$ cat src/rtl/imem_pkg.sv
// Shared types and constants for the instruction-memory fetch port.
// Holds the FSM state encoding, the NOP word and the big-endian lane helper.
package imem_pkg;

    localparam logic [31:0] IMEM_NOP = 32'h0000_0000;

    typedef enum logic {
        IMEM_CLEAR = 1'b0,
        IMEM_RUN   = 1'b1
    } imem_state_t;

    // Lane 0 is the lowest byte address, which is the most significant byte.
    function automatic logic [7:0] be_lane(input logic [31:0] word, input logic [1:0] lane);
        logic [7:0] b;
        case (lane)
            2'd0:    b = word[31:24];
            2'd1:    b = word[23:16];
            2'd2:    b = word[15:8];
            default: b = word[7:0];
        endcase
        return b;
    endfunction

    function automatic logic [31:0] be_pack(input logic [7:0] b0, input logic [7:0] b1,
                                            input logic [7:0] b2, input logic [7:0] b3);
        return {b0, b1, b2, b3};
    endfunction

endpackage

$ cat src/rtl/imem_word_ram.sv
// Single-port word RAM organised as byte lanes, one write and one registered read.
// Contents are never reset; the owner is responsible for clearing it.
module imem_word_ram
    import imem_pkg::*;
#(
    parameter int DEPTH_WORDS = 32,
    parameter int AW          = 5
) (
    input  logic          clk,
    input  logic          we,
    input  logic          re,
    input  logic [AW-1:0] addr,
    input  logic [31:0]   wdata,
    output logic [31:0]   rdata_p1
);

    logic [7:0] mem [DEPTH_WORDS][4];

    always_ff @(posedge clk) begin
        if (we) begin
            mem[addr][0] <= be_lane(wdata, 2'd0);
            mem[addr][1] <= be_lane(wdata, 2'd1);
            mem[addr][2] <= be_lane(wdata, 2'd2);
            mem[addr][3] <= be_lane(wdata, 2'd3);
        end
        // Read only on accepted fetches so a stalled response stays put.
        if (re) begin
            rdata_p1 <= be_pack(mem[addr][0], mem[addr][1], mem[addr][2], mem[addr][3]);
        end
    end

endmodule

$ cat src/rtl/imem_fetch_port.sv
// Instruction memory with fetch handshake, runtime program load and a post-reset
// hardware clear sequence. Faulting fetches return NOP with instr_fault set.
module imem_fetch_port
    import imem_pkg::*;
#(
    parameter int ADDR_W            = 32,
    parameter int DEPTH_BYTES       = 128,
    parameter int FAULT_ON_MISALIGN = 1
) (
    input  logic              clk,
    input  logic              reset,
    output logic              init_done,
    input  logic              fetch_valid,
    output logic              fetch_ready,
    input  logic [ADDR_W-1:0] fetch_pc,
    output logic              instr_valid,
    input  logic              instr_ready,
    output logic [31:0]       instr_code,
    output logic              instr_fault,
    input  logic              ld_en,
    input  logic [ADDR_W-1:0] ld_addr,
    input  logic [31:0]       ld_data,
    output logic              ld_err
);

    localparam int DEPTH_WORDS = DEPTH_BYTES / 4;
    localparam int AW          = (DEPTH_WORDS > 1) ? $clog2(DEPTH_WORDS) : 1;
    localparam logic [ADDR_W-1:0] LIMIT     = ADDR_W'(DEPTH_BYTES);
    localparam logic [AW-1:0]     LAST_WORD = AW'(DEPTH_WORDS - 1);

    imem_state_t   state, state_nxt;
    logic [AW-1:0] cnt, cnt_nxt;

    logic          run;
    logic          ld_oob, ld_wr;
    logic          fetch_fault;
    logic          accept;
    logic          ram_we;
    logic [AW-1:0] ram_addr;
    logic [31:0]   ram_wdata;
    logic [31:0]   rdata_p1;
    logic          vld_p1, fault_p1, err_p1;
    logic          unused_ld_lsb;

    assign unused_ld_lsb = ^ld_addr[1:0];

    always_ff @(posedge clk or negedge reset) begin
        if (!reset) begin
            state <= IMEM_CLEAR;
            cnt   <= '0;
        end else begin
            state <= state_nxt;
            cnt   <= cnt_nxt;
        end
    end

    always_comb begin
        state_nxt = state;
        cnt_nxt   = cnt;
        if (state == IMEM_CLEAR) begin
            cnt_nxt = cnt + AW'(1);
            if (cnt == LAST_WORD) begin
                state_nxt = IMEM_RUN;
                cnt_nxt   = '0;
            end
        end
    end

    assign run       = (state == IMEM_RUN);
    assign init_done = run;

    // Full-width compares: addresses beyond the array never alias back into it.
    assign ld_oob      = (ld_addr >= LIMIT);
    assign ld_wr       = run && ld_en && !ld_oob;
    assign fetch_fault = (fetch_pc >= LIMIT) ||
                         ((FAULT_ON_MISALIGN != 0) && (fetch_pc[1:0] != 2'b00));

    assign fetch_ready = run && !ld_en && (!vld_p1 || instr_ready);
    assign accept      = fetch_valid && fetch_ready;

    always_comb begin
        ram_we    = 1'b0;
        ram_addr  = fetch_pc[AW+1:2];
        ram_wdata = ld_data;
        if (!run) begin
            ram_we    = 1'b1;
            ram_addr  = cnt;
            ram_wdata = IMEM_NOP;
        end else if (ld_wr) begin
            ram_we    = 1'b1;
            ram_addr  = ld_addr[AW+1:2];
        end
    end

    imem_word_ram #(
        .DEPTH_WORDS (DEPTH_WORDS),
        .AW          (AW)
    ) u_ram (
        .clk      (clk),
        .we       (ram_we),
        .re       (accept),
        .addr     (ram_addr),
        .wdata    (ram_wdata),
        .rdata_p1 (rdata_p1)
    );

    // p0 -> p1: response register, one entry deep
    always_ff @(posedge clk or negedge reset) begin
        if (!reset) begin
            vld_p1   <= 1'b0;
            fault_p1 <= 1'b0;
            err_p1   <= 1'b0;
        end else begin
            if (accept) begin
                vld_p1   <= 1'b1;
                fault_p1 <= fetch_fault;
            end else if (instr_ready) begin
                vld_p1   <= 1'b0;
                fault_p1 <= 1'b0;
            end
            err_p1 <= run && ld_en && ld_oob;
        end
    end

    assign instr_valid = vld_p1;
    assign instr_fault = fault_p1;
    assign instr_code  = (vld_p1 && !fault_p1) ? rdata_p1 : IMEM_NOP;
    assign ld_err      = err_p1;

endmodule

$ cat config.mk
export PLATFORM = sky130hd
export DESIGN_NAME = imem_fetch_port
export DESIGN_NICKNAME = d
export VERILOG_FILES = /design/src/rtl/imem_pkg.sv /design/src/rtl/imem_word_ram.sv /design/src/rtl/imem_fetch_port.sv
export SDC_FILE = /design/constraint.sdc
export NUM_CORES = 1
export LEC_CHECK = 0
export CAP_MARGIN = 20
export CORE_UTILIZATION = 50
export DETAILED_ROUTE_END_ITERATION = 8
export GPL_ROUTABILITY_DRIVEN = 0
export PLACE_DENSITY = 0.67
export SLEW_MARGIN = 15
export SYNTH_ARGS = -nofsm -noshare
export SYNTH_HDL_FRONTEND = slang
export SYNTH_SLANG_ARGS = --single-unit
$ cat constraint.sdc
create_clock -name clk -period 7.7 [get_ports clk]
set_input_delay 1.155 -clock clk [delete_from_list [all_inputs] [get_ports clk]]
set_output_delay 1.155 -clock clk [all_outputs]
set_load 0.02 [all_outputs]
## After elaboration in Yosys (flattened, before gate mapping)

Memories as Yosys holds them, arrays and structs flattened. A register that Yosys moved wholly into a read port is not among the register bits.
Index checks and enable logic that the tools add are counted.

| cells by class | value |
|---|---|
| mux-type cells | 18 |
| equal/unequal tests | 1 |
| magnitude comparators | 2 |
| reductions and logical operators | 15 |
| add/subtract/negate cells | 1 |

Operators by type and width:

| kind | count |
|---|---|
| $ge A32 B8 Y1 const B | 2 |
| $mux W32 | 2 |
| $mux W8 | 4 |
| $mux W5 | 3 |
| $mux W1 | 9 |
| $logic_and A1 B1 Y1 | 7 |
| $add A5 B1 Y5 const B | 1 |
| $eq A5 B5 Y1 const B | 1 |
| $logic_not A1 Y1 | 4 |
| $reduce_bool A2 Y1 | 2 |
| $logic_or A1 B1 Y1 | 2 |

| word-level totals | value |
|---|---|
| memory bits (writable) | 1024 |
| memories | 1 |
| input bits | 101 |
| flip-flop bits (word level) | 9 |

Memory list:

| name | depth | width | read ports | clocked after Yosys merged registers in | wr ports | line | RTL |
|---|---|---|---|---|---|---|---|
| u_ram.mem | 32 | 32 | 1 | 1 | 1 | imem_word_ram.sv:17 | `logic [7:0] mem [DEPTH_WORDS][4];` |

## Depth between registers and ports, before layout

Gate-level depths: netlist (run 1).

| depth | value |
|---|---|
| depth after elaboration | 7 |
| depth in mapped cells | 12 |
| gate-level depth less buffers | 9 |

## Modules after synthesis

A second synthesis (run 1) with hierarchy kept.

| second synthesis, totals | value |
|---|---|
| cell total of the unflattened synthesis | 2261 |
| area total of the unflattened synthesis | 41180.7 um^2 |

By module, submodules not included:

| module | cells each | area each (um^2) | sequential area each (um^2) | times used |
|---|---|---|---|---|
| imem_word_ram | 2107 | 40062.2 | 31710.4 | 1 |
| imem_fetch_port | 154 | 1118.6 | 225.2 | 1 |

## Worst setup path after synthesis (run 1)

OpenSTA, ideal clock, no wires.

| timing | value |
|---|---|
| path kind | input port to flip-flop |
| start | in ld_addr[7] |
| end | mem u_ram.mem[10][0] (netlist bit) (enable) |
| path slack | 2642 ps |
| stages | 10 |
| library setup time | 421 ps |
| arrival time | 4637 ps |
| cell sequence | nor4_1 nand4b_1 or4_1 nand3_1 buf_2 buf_2 buf_2 buf_2 nand3_1 nor2_1 |

| between the ends | value |
|---|---|
| cells in the longest elaborated chain, start to end | 7 |

Ends and longest elaborated chain:

| element | line | RTL |
|---|---|---|
| start: declaration | imem_fetch_port.sv:21 | `input logic [ADDR_W-1:0] ld_addr,` |
| $ge A32 B8 Y1 (*) | imem_fetch_port.sv:73 | `assign ld_oob = (ld_addr >= LIMIT);` |
| $logic_not A1 Y1 (*) | imem_fetch_port.sv:74 | `assign ld_wr = run && ld_en && !ld_oob;` |
| $logic_and A1 B1 Y1 (*) | imem_fetch_port.sv:74 |  |
| $mux W1 | imem_fetch_port.sv:89 | `end else if (ld_wr) begin` |
| $mux W1 | imem_fetch_port.sv:85 | `if (!run) begin` |
| $mux W1 | imem_word_ram.sv:20 | `if (we) begin` |
| $mux W1 (not written as such) | imem_word_ram.sv:24 | `mem[addr][3] <= be_lane(wdata, 2'd3);` |
| end: declaration | imem_word_ram.sv:17 |  |

Every way passes the cells marked *; elsewhere a longest branch is shown, timed or not.

## Final worst setup path (run 1)

| timing | value |
|---|---|
| start | in ld_addr[29] |
| end | reg u_ram.rdata_p1[0], read port of u_ram.mem (data pin) |

| between the ends | value |
|---|---|
| cells in the longest elaborated chain, start to end | 5 |

Ends and longest elaborated chain:

| element | line | RTL |
|---|---|---|
| $ge A32 B8 Y1 | imem_fetch_port.sv:73 |  |
| $logic_not A1 Y1 | imem_fetch_port.sv:74 |  |
| $logic_and A1 B1 Y1 | imem_fetch_port.sv:74 |  |
| $mux W5 | imem_fetch_port.sv:89 |  |
| $mux W5 | imem_fetch_port.sv:85 |  |
| end: declaration | imem_word_ram.sv:14 | `output logic [31:0] rdata_p1` |

No other way between the ends.
A chain may end at the register's enable or synchronous reset.

==> run metrics, run 1 <==
worst stage delay on the critical path 0.84 ns; Post-synth EDFFs 1056; Residual DRC 0; die footprint 0.0850 mm^2; Peak supply drop 175 uV; Hold Vio Cnt, Final 0; die width 291 um; first-pass GRT wire length 165 mm; Synthesis Warnings 0; Routed WL 113 mm; initial drt markers 3087; Async SR Flop Fraction 0.00845; Critical Path Fanout Max 128; Int Pwr 9.42 mW; leak pwr 15.9 nW; initial antenna violation count 2; slew margin rel. 0.194; vias in the first global route 25700; DP Wirelength 60.2 mm; post-CTS setup buffer count 0; largest family of logic cells by synthesized area compound AO/OA/AOI/OAI gates; # setup viols final 0; NetSw 2.65 mW; maximum clock path buffer count 3; xor/xnor share of the synthesized area 0; Final Instance Area 0.0481 mm^2; crit path time final 5.54 ns; Worst setup SP type input pin; Synth Cell Area 0.0419 mm^2; Crit Path Category in2reg; Synth Flop Type edfxtp_1; critical path arrival 5.91 ns; Die Y 291 um; Post-Syn Nets 3061; worst setup path start ld_addr[29]; cts bufs inserted 106; crit-path cells clkdlybuf4s50_1 > nor4_1 > nand4b_1 > o311ai_0 > nand3_4 > buf_12 > buf_4 > mux2i_1 > a221oi_1 > a31oi_1 > nand4_1; placed inst area 0.0446 mm^2; hold buffer count at CTS 0; FMAX 0.181 GHz; Initial Util 0.508; RSZ-0062 raised after global routing no; Fill cells 6238; min-delay src cnt[3]; Seq pwr share 0.530; Worst Skew 0.0323 ns; Seq/Total Area, Yosys 0.762; clock power share 0.414; placed instance count 4027; clock slew at reported path FFs 0.06 ns; row count 105; sw frac 0.219; Via Count 26200; Tot Pwr 12.1 mW; Overflow after GRT 0; status completed; Synth Area in Adders 0.000597; Worst Tran Pin Value 1.21 ns; PortBufs 135; multiplexer area fraction after synthesis 0.0109; area fraction in compound gates after synthesis 0.120; H-tree depth 3; synth-to-layout area growth 14.8%; Total Neg Setup Slack 0 ns; Mapped Avg Cell Area 14.2 um^2; origin of the critical flop-to-flop path init_done; CTS Sinks 1065; gr usage total 0.263; CP required 8.08 ns; CTS resizes 0; combinational share of power 0.056; fin crit share 0.719; flops & latches, synth 1065; antenna-violating nets left 0; ANT cells 0; Cells after Synth 2958; core area 0.0825 mm^2; Netlist cell types 47; largest net degree at the start of global routing 213; simple-gate share of the synthesized area 0.0845; Total Nets Final 3175; non-filler instance count after layout 4230; TritonRoute pass-1 iters 8; share of layout cells above drive strength 1 0.0975; Final Max Tran Viols 0; post-DR vias/cell 6.21; max_cap viols 0; worst skew pair latency 0.68 ns; Root Buffer clkbuf_16; CTS tree built; hold_ws 0.526 ns; I/O pin cnt 138; routed len/inst 26.7 um; Hold/Removal Path Class reg2reg; Crit. End Element flop; Slowest-stage cell, CP nand3_4; Power Dens Cells 251 mW/mm^2
final timing paths:
kind,endpoint,slack [ns],cells past startpoint
worst max-delay path,u_ram.rdata_p1[0],2.16,11
worst min-delay path,cnt[3],0.53,1
worst max register to register,u_ram.mem[18][13],3.22,6
worst min register to register,cnt[3],0.53,1
max in group asynchronous,init_done,6.58,1
min in group asynchronous,instr_valid,0.80,1
Yosys cell counts (3+ instances only):
library cell,count,share of area
dfrtp_1,9,0.0054
buf_6,10,0.0027
nand2_1,622,0.056
nand3_1,69,0.0082
nor2b_1,4,0.00060
a221oi_1,38,0.0079
inv_1,4,0.00036
a311oi_2,20,0.0072
nand4_1,5,0.00075
or4_1,3,0.00054
and2_1,65,0.0097
and3_1,3,0.00045
buf_1,15,0.0013
nor2_1,38,0.0034
a21oi_1,506,0.060
o21ai_0,5,0.00060
or2_2,5,0.00075
a211oi_1,29,0.0052
a311oi_1,8,0.0017
a32oi_1,3,0.00063
clkbuf_1,118,0.011
a32o_1,28,0.0067
buf_2,58,0.0069
a22oi_1,121,0.022
nand3b_1,3,0.00054
nand2b_1,6,0.00090
edfxtp_1,1056,0.76
a31oi_1,7,0.0010
mux2i_1,38,0.0091
a21o_1,28,0.0050
nor4_1,12,0.0018
layout by cell type (no fill, tap or decap), types with 8 or more instances in the layout:
cell type	n
a211oi_1	29
a21o_1	28
a21oi_1	506
a221oi_1	38
a22oi_1	121
a311oi_1	8
a311oi_2	20
a32o_1	28
and2_1	57
and2_2	8
buf_12	12
buf_4	53
clkbuf_1	17
clkbuf_16	108
clkdlybuf4s50_1	135
clkinv_1	27
clkinv_2	28
dfrtp_1	8
edfxtp_1	1056
mux2i_1	38
nand2_1	621
nand3_1	68
nor2_4	35
nor4_1	12
cell families after synthesis:
family / Yosys count
fa+ha+maj: 2
simple gates: 841
mux: 43
compound gates: 802
buf+inv: 205
flops: 1065
final cells by class:
class | instances | area, um^2 | area share
Clock buffer | 125 | 2770 | 0.0575
Timing Repair Buffer | 207 | 2100 | 0.0436
Tap cell | 1070 | 1340 | 0.0278
Sequential cell | 1065 | 31900 | 0.664
Multi-Input combinational cell | 1688 | 9370 | 0.195
Inverter | 4 | 15.0 | 0.000312
Clock inverter | 71 | 599 | 0.0125
stage by stage:
stage	setup slack, ns	utilization
after floorplan	2.64	-
after global placement	1.57	0.541
after detailed placement	1.49	0.541
after CTS	2.20	0.582
after global routing	1.93	0.583
final	2.16	0.583
sequential cells by signal (all words and copies together) (netlist names):
| register | cells |
|---|---|
| u_ram.rdata_p1 | 32 |
| init_done | 1 |
| instr_valid | 1 |
| cnt | 5 |
| ld_err | 1 |
| instr_fault | 1 |
| u_ram.mem | 1024 |
power by group through the flow:
| stage | clock network, mW | logic (mW) | registers (mW) |
|---|---|---|---|
| detailed placement | 0 | 0.660 | 6.52 |
| global route | 5.26 | 0.726 | 6.39 |
| finish | 4.99 | 0.678 | 6.40 |
| CTS | 5.03 | 0.666 | 6.40 |
| floorplan | 0 | 0.396 | 6.52 |
| global placement | 0 | 0.642 | 6.52 |
worst max-delay path, delay by kind of cell:
kind                   cells  cell delay [ns]
buffers and inverters      3             1.44
multiplexers               1             0.30
AO/OA/AOI/OAI              3             1.11
AND/OR/NAND/NOR            4             1.70
layer usage:
| metal | share of wire | vias up | global-route usage |
|---|---|---|---|
| met1 | 0.40 | 13200 | 0.372 |
| li1 | - | 11400 | - |
| met2 | 0.47 | 1430 | 0.413 |
| met5 | 0 | - | 0 |
| met3 | 0.096 | 215 | 0.0438 |
| met4 | 0.033 | 0 | 0.0987 |
Power figures use the tool's default switching activity.
==> inputs of run 2 (changes only) <==
clock period = 5.63 ns   (was 7.7 ns; I/O delays follow)
==> run 2 against run 1 <==
Clock power up 37%. Count of clock-buffer cells in the layout down 3. Combinational power up 36%. Non-clock buffer count up 31.
==> run metrics, run 2 (synthesis gave the netlist of run 1 again) <==
Final Instance Area 0.0486 mm^2 (was 0.0481 mm^2); Die Y 291 um (unchanged); PortBufs 135 (unchanged); Routed WL 115 mm (was 113 mm); Critical Path Fanout Max 226 (was 128); routed len/inst 27.0 um (was 26.7 um); crit path time final 4.34 ns; leading registers by flop count u_ram.mem (1024), u_ram.rdata_p1 (32), cnt (5) (unchanged); Final Max Tran Viols 0 (unchanged); status completed (unchanged); max_cap viols 0 (unchanged); die footprint 0.0850 mm^2 (unchanged); share of layout cells above drive strength 1 0.105 (was 0.0975); gr usage total 0.268 (was 0.263); initial antenna violation count 2 (unchanged); FMAX 0.230 GHz; antenna-violating nets left 0 (unchanged); post-CTS setup buffer count 0 (unchanged); ANT cells 0 (unchanged); CP required 6.02 ns (was 8.08 ns); Overflow after GRT 0 (unchanged); Crit. End Element flop (unchanged); most frequent cells in the layout edfxtp_1, nand2_1, a21oi_1, clkdlybuf4s50_1, a22oi_1 (unchanged); CTS Sinks 1065 (unchanged); core area 0.0825 mm^2 (unchanged); row count 105 (unchanged); largest net degree at the start of global routing 227 (was 213); Worst setup SP type input pin (unchanged); fin crit share 0.771; Tot Pwr 16.5 mW (was 12.1 mW); cts bufs inserted 105 (was 106); crit-path cells clkdlybuf4s50_1 > nor4_1 > nand4b_1 > or4_1 > nand3_4 > buf_12 > buf_4 > mux2i_1 > a221oi_1 > a31oi_1 > nand4_1 (was clkdlybuf4s50_1 > nor4_1 > nand4b_1 > o311ai_0 > nand3_4 > buf_12 > buf_4 > mux2i_1 > a221oi_1 > a31oi_1 > nand4_1); H-tree depth 3 (unchanged); Residual DRC 0 (unchanged); leak pwr 16.1 nW (was 15.9 nW); Peak supply drop 235 uV (was 175 uV); slew margin rel. 0.231 (was 0.194); critical path arrival 4.73 ns (was 5.91 ns); maximum clock path buffer count 3 (unchanged); post-DR vias/cell 6.18 (was 6.21); Crit Path Category in2reg (unchanged); vias in the first global route 25600 (was 25700); I/O pin cnt 138 (unchanged); RSZ-0062 raised after global routing no (unchanged); TritonRoute pass-1 iters 6 (was 8); Fill cells 6156 (was 6238); DP Wirelength 61.0 mm (was 60.2 mm); initial drt markers 3377 (was 3087); worst stage delay on the critical path 0.74 ns (was 0.84 ns); die width 291 um (unchanged); first-pass GRT wire length 167 mm (was 165 mm); Root Buffer clkbuf_16 (unchanged); Power Dens Cells 340 mW/mm^2 (was 251 mW/mm^2); worst skew pair latency 0.70 ns (was 0.68 ns); largest reg by FF count u_ram.mem (unchanged); synth-to-layout area growth 15.9% (was 14.8%); most common cell after layout, fill and taps aside edfxtp_1 (unchanged); Hold Vio Cnt, Final 0 (unchanged); Total Neg Setup Slack 0 ns (unchanged); Slowest-stage cell, CP buf_12 (was nand3_4); CTS tree built (unchanged); Worst Tran Pin Value 1.15 ns (was 1.21 ns); Total Nets Final 3205 (was 3175); Worst Skew 0.0488 ns (was 0.0323 ns); max reg flops 1024 (unchanged); CTS resizes 0 (unchanged); # setup viols final 0 (unchanged); hold buffer count at CTS 0 (unchanged); Initial Util 0.508 (unchanged); clock slew at reported path FFs 0.07 ns (was 0.06 ns); placed inst area 0.0451 mm^2 (was 0.0446 mm^2); Hold/Removal Path Class in2async (was reg2reg); Via Count 26300 (was 26200)
[run 2: area by class of cell]
cell class | instances | area [um^2] | area share
clock buffer | 122 | 2690 | 0.0554
clock inverter | 75 | 693 | 0.0143
inverter | 4 | 15.0 | 0.000309
multi-input combinational | 1688 | 9360 | 0.193
sequential | 1065 | 31900 | 0.658
tap | 1070 | 1340 | 0.0276
timing repair buffer | 238 | 2530 | 0.0520
[run 2: path summary, 6_finish.rpt]
kind,start,to,slack (ns),cells past startpoint
setup / recovery,ld_addr[17],u_ram.rdata_p1[31],1.29,11
hold / removal,reset,ld_err,0.50,1
setup reg to reg,init_done,u_ram.rdata_p1[31],1.78,9
hold reg to reg,cnt[3],cnt[3],0.52,1
max in group asynchronous,reset,init_done,4.79,1
min in group clk,cnt[3],cnt[3],0.52,1
[run 2: stage by stage]
step	cells	setup WS [ns]	util	hold WS (ns)
final	4262	1.29	0.589	0.499
after global routing	4262	0.991	0.589	0.521
after CTS	4260	1.33	0.588	0.484
after detailed placement	4063	0.637	0.547	0.508
after global placement	4063	0.719	0.547	0.492
after floorplan	2958	0.882	-	0.460
[run 2: metal layers]
layer	routed length (um)	up-vias	global-route usage
met3	10400	233	0.0402
met2	54200	1348	0.420
met5	13	-	0
li1	-	11500	-
met4	3950	2	0.102
met1	46300	13300	0.381
[run 2: worst max-delay path, delay by kind of cell]
kind                   cells  cell delay, ns
AOI/OAI and AO/OA          2            0.28
buffers and inverters      3            1.69
muxes                      1            0.24
and+or+nand+nor            5            1.59
[run 2: power breakdown]
part / internal, mW / leakage [nW] / switching [mW] / total (mW)
Sequential: 8.74 / 9.62 / 0.0106 / 8.75
Combinational: 0.311 / 4.84 / 0.612 / 0.923
Clock: 3.82 / 1.63 / 3.01 / 6.83
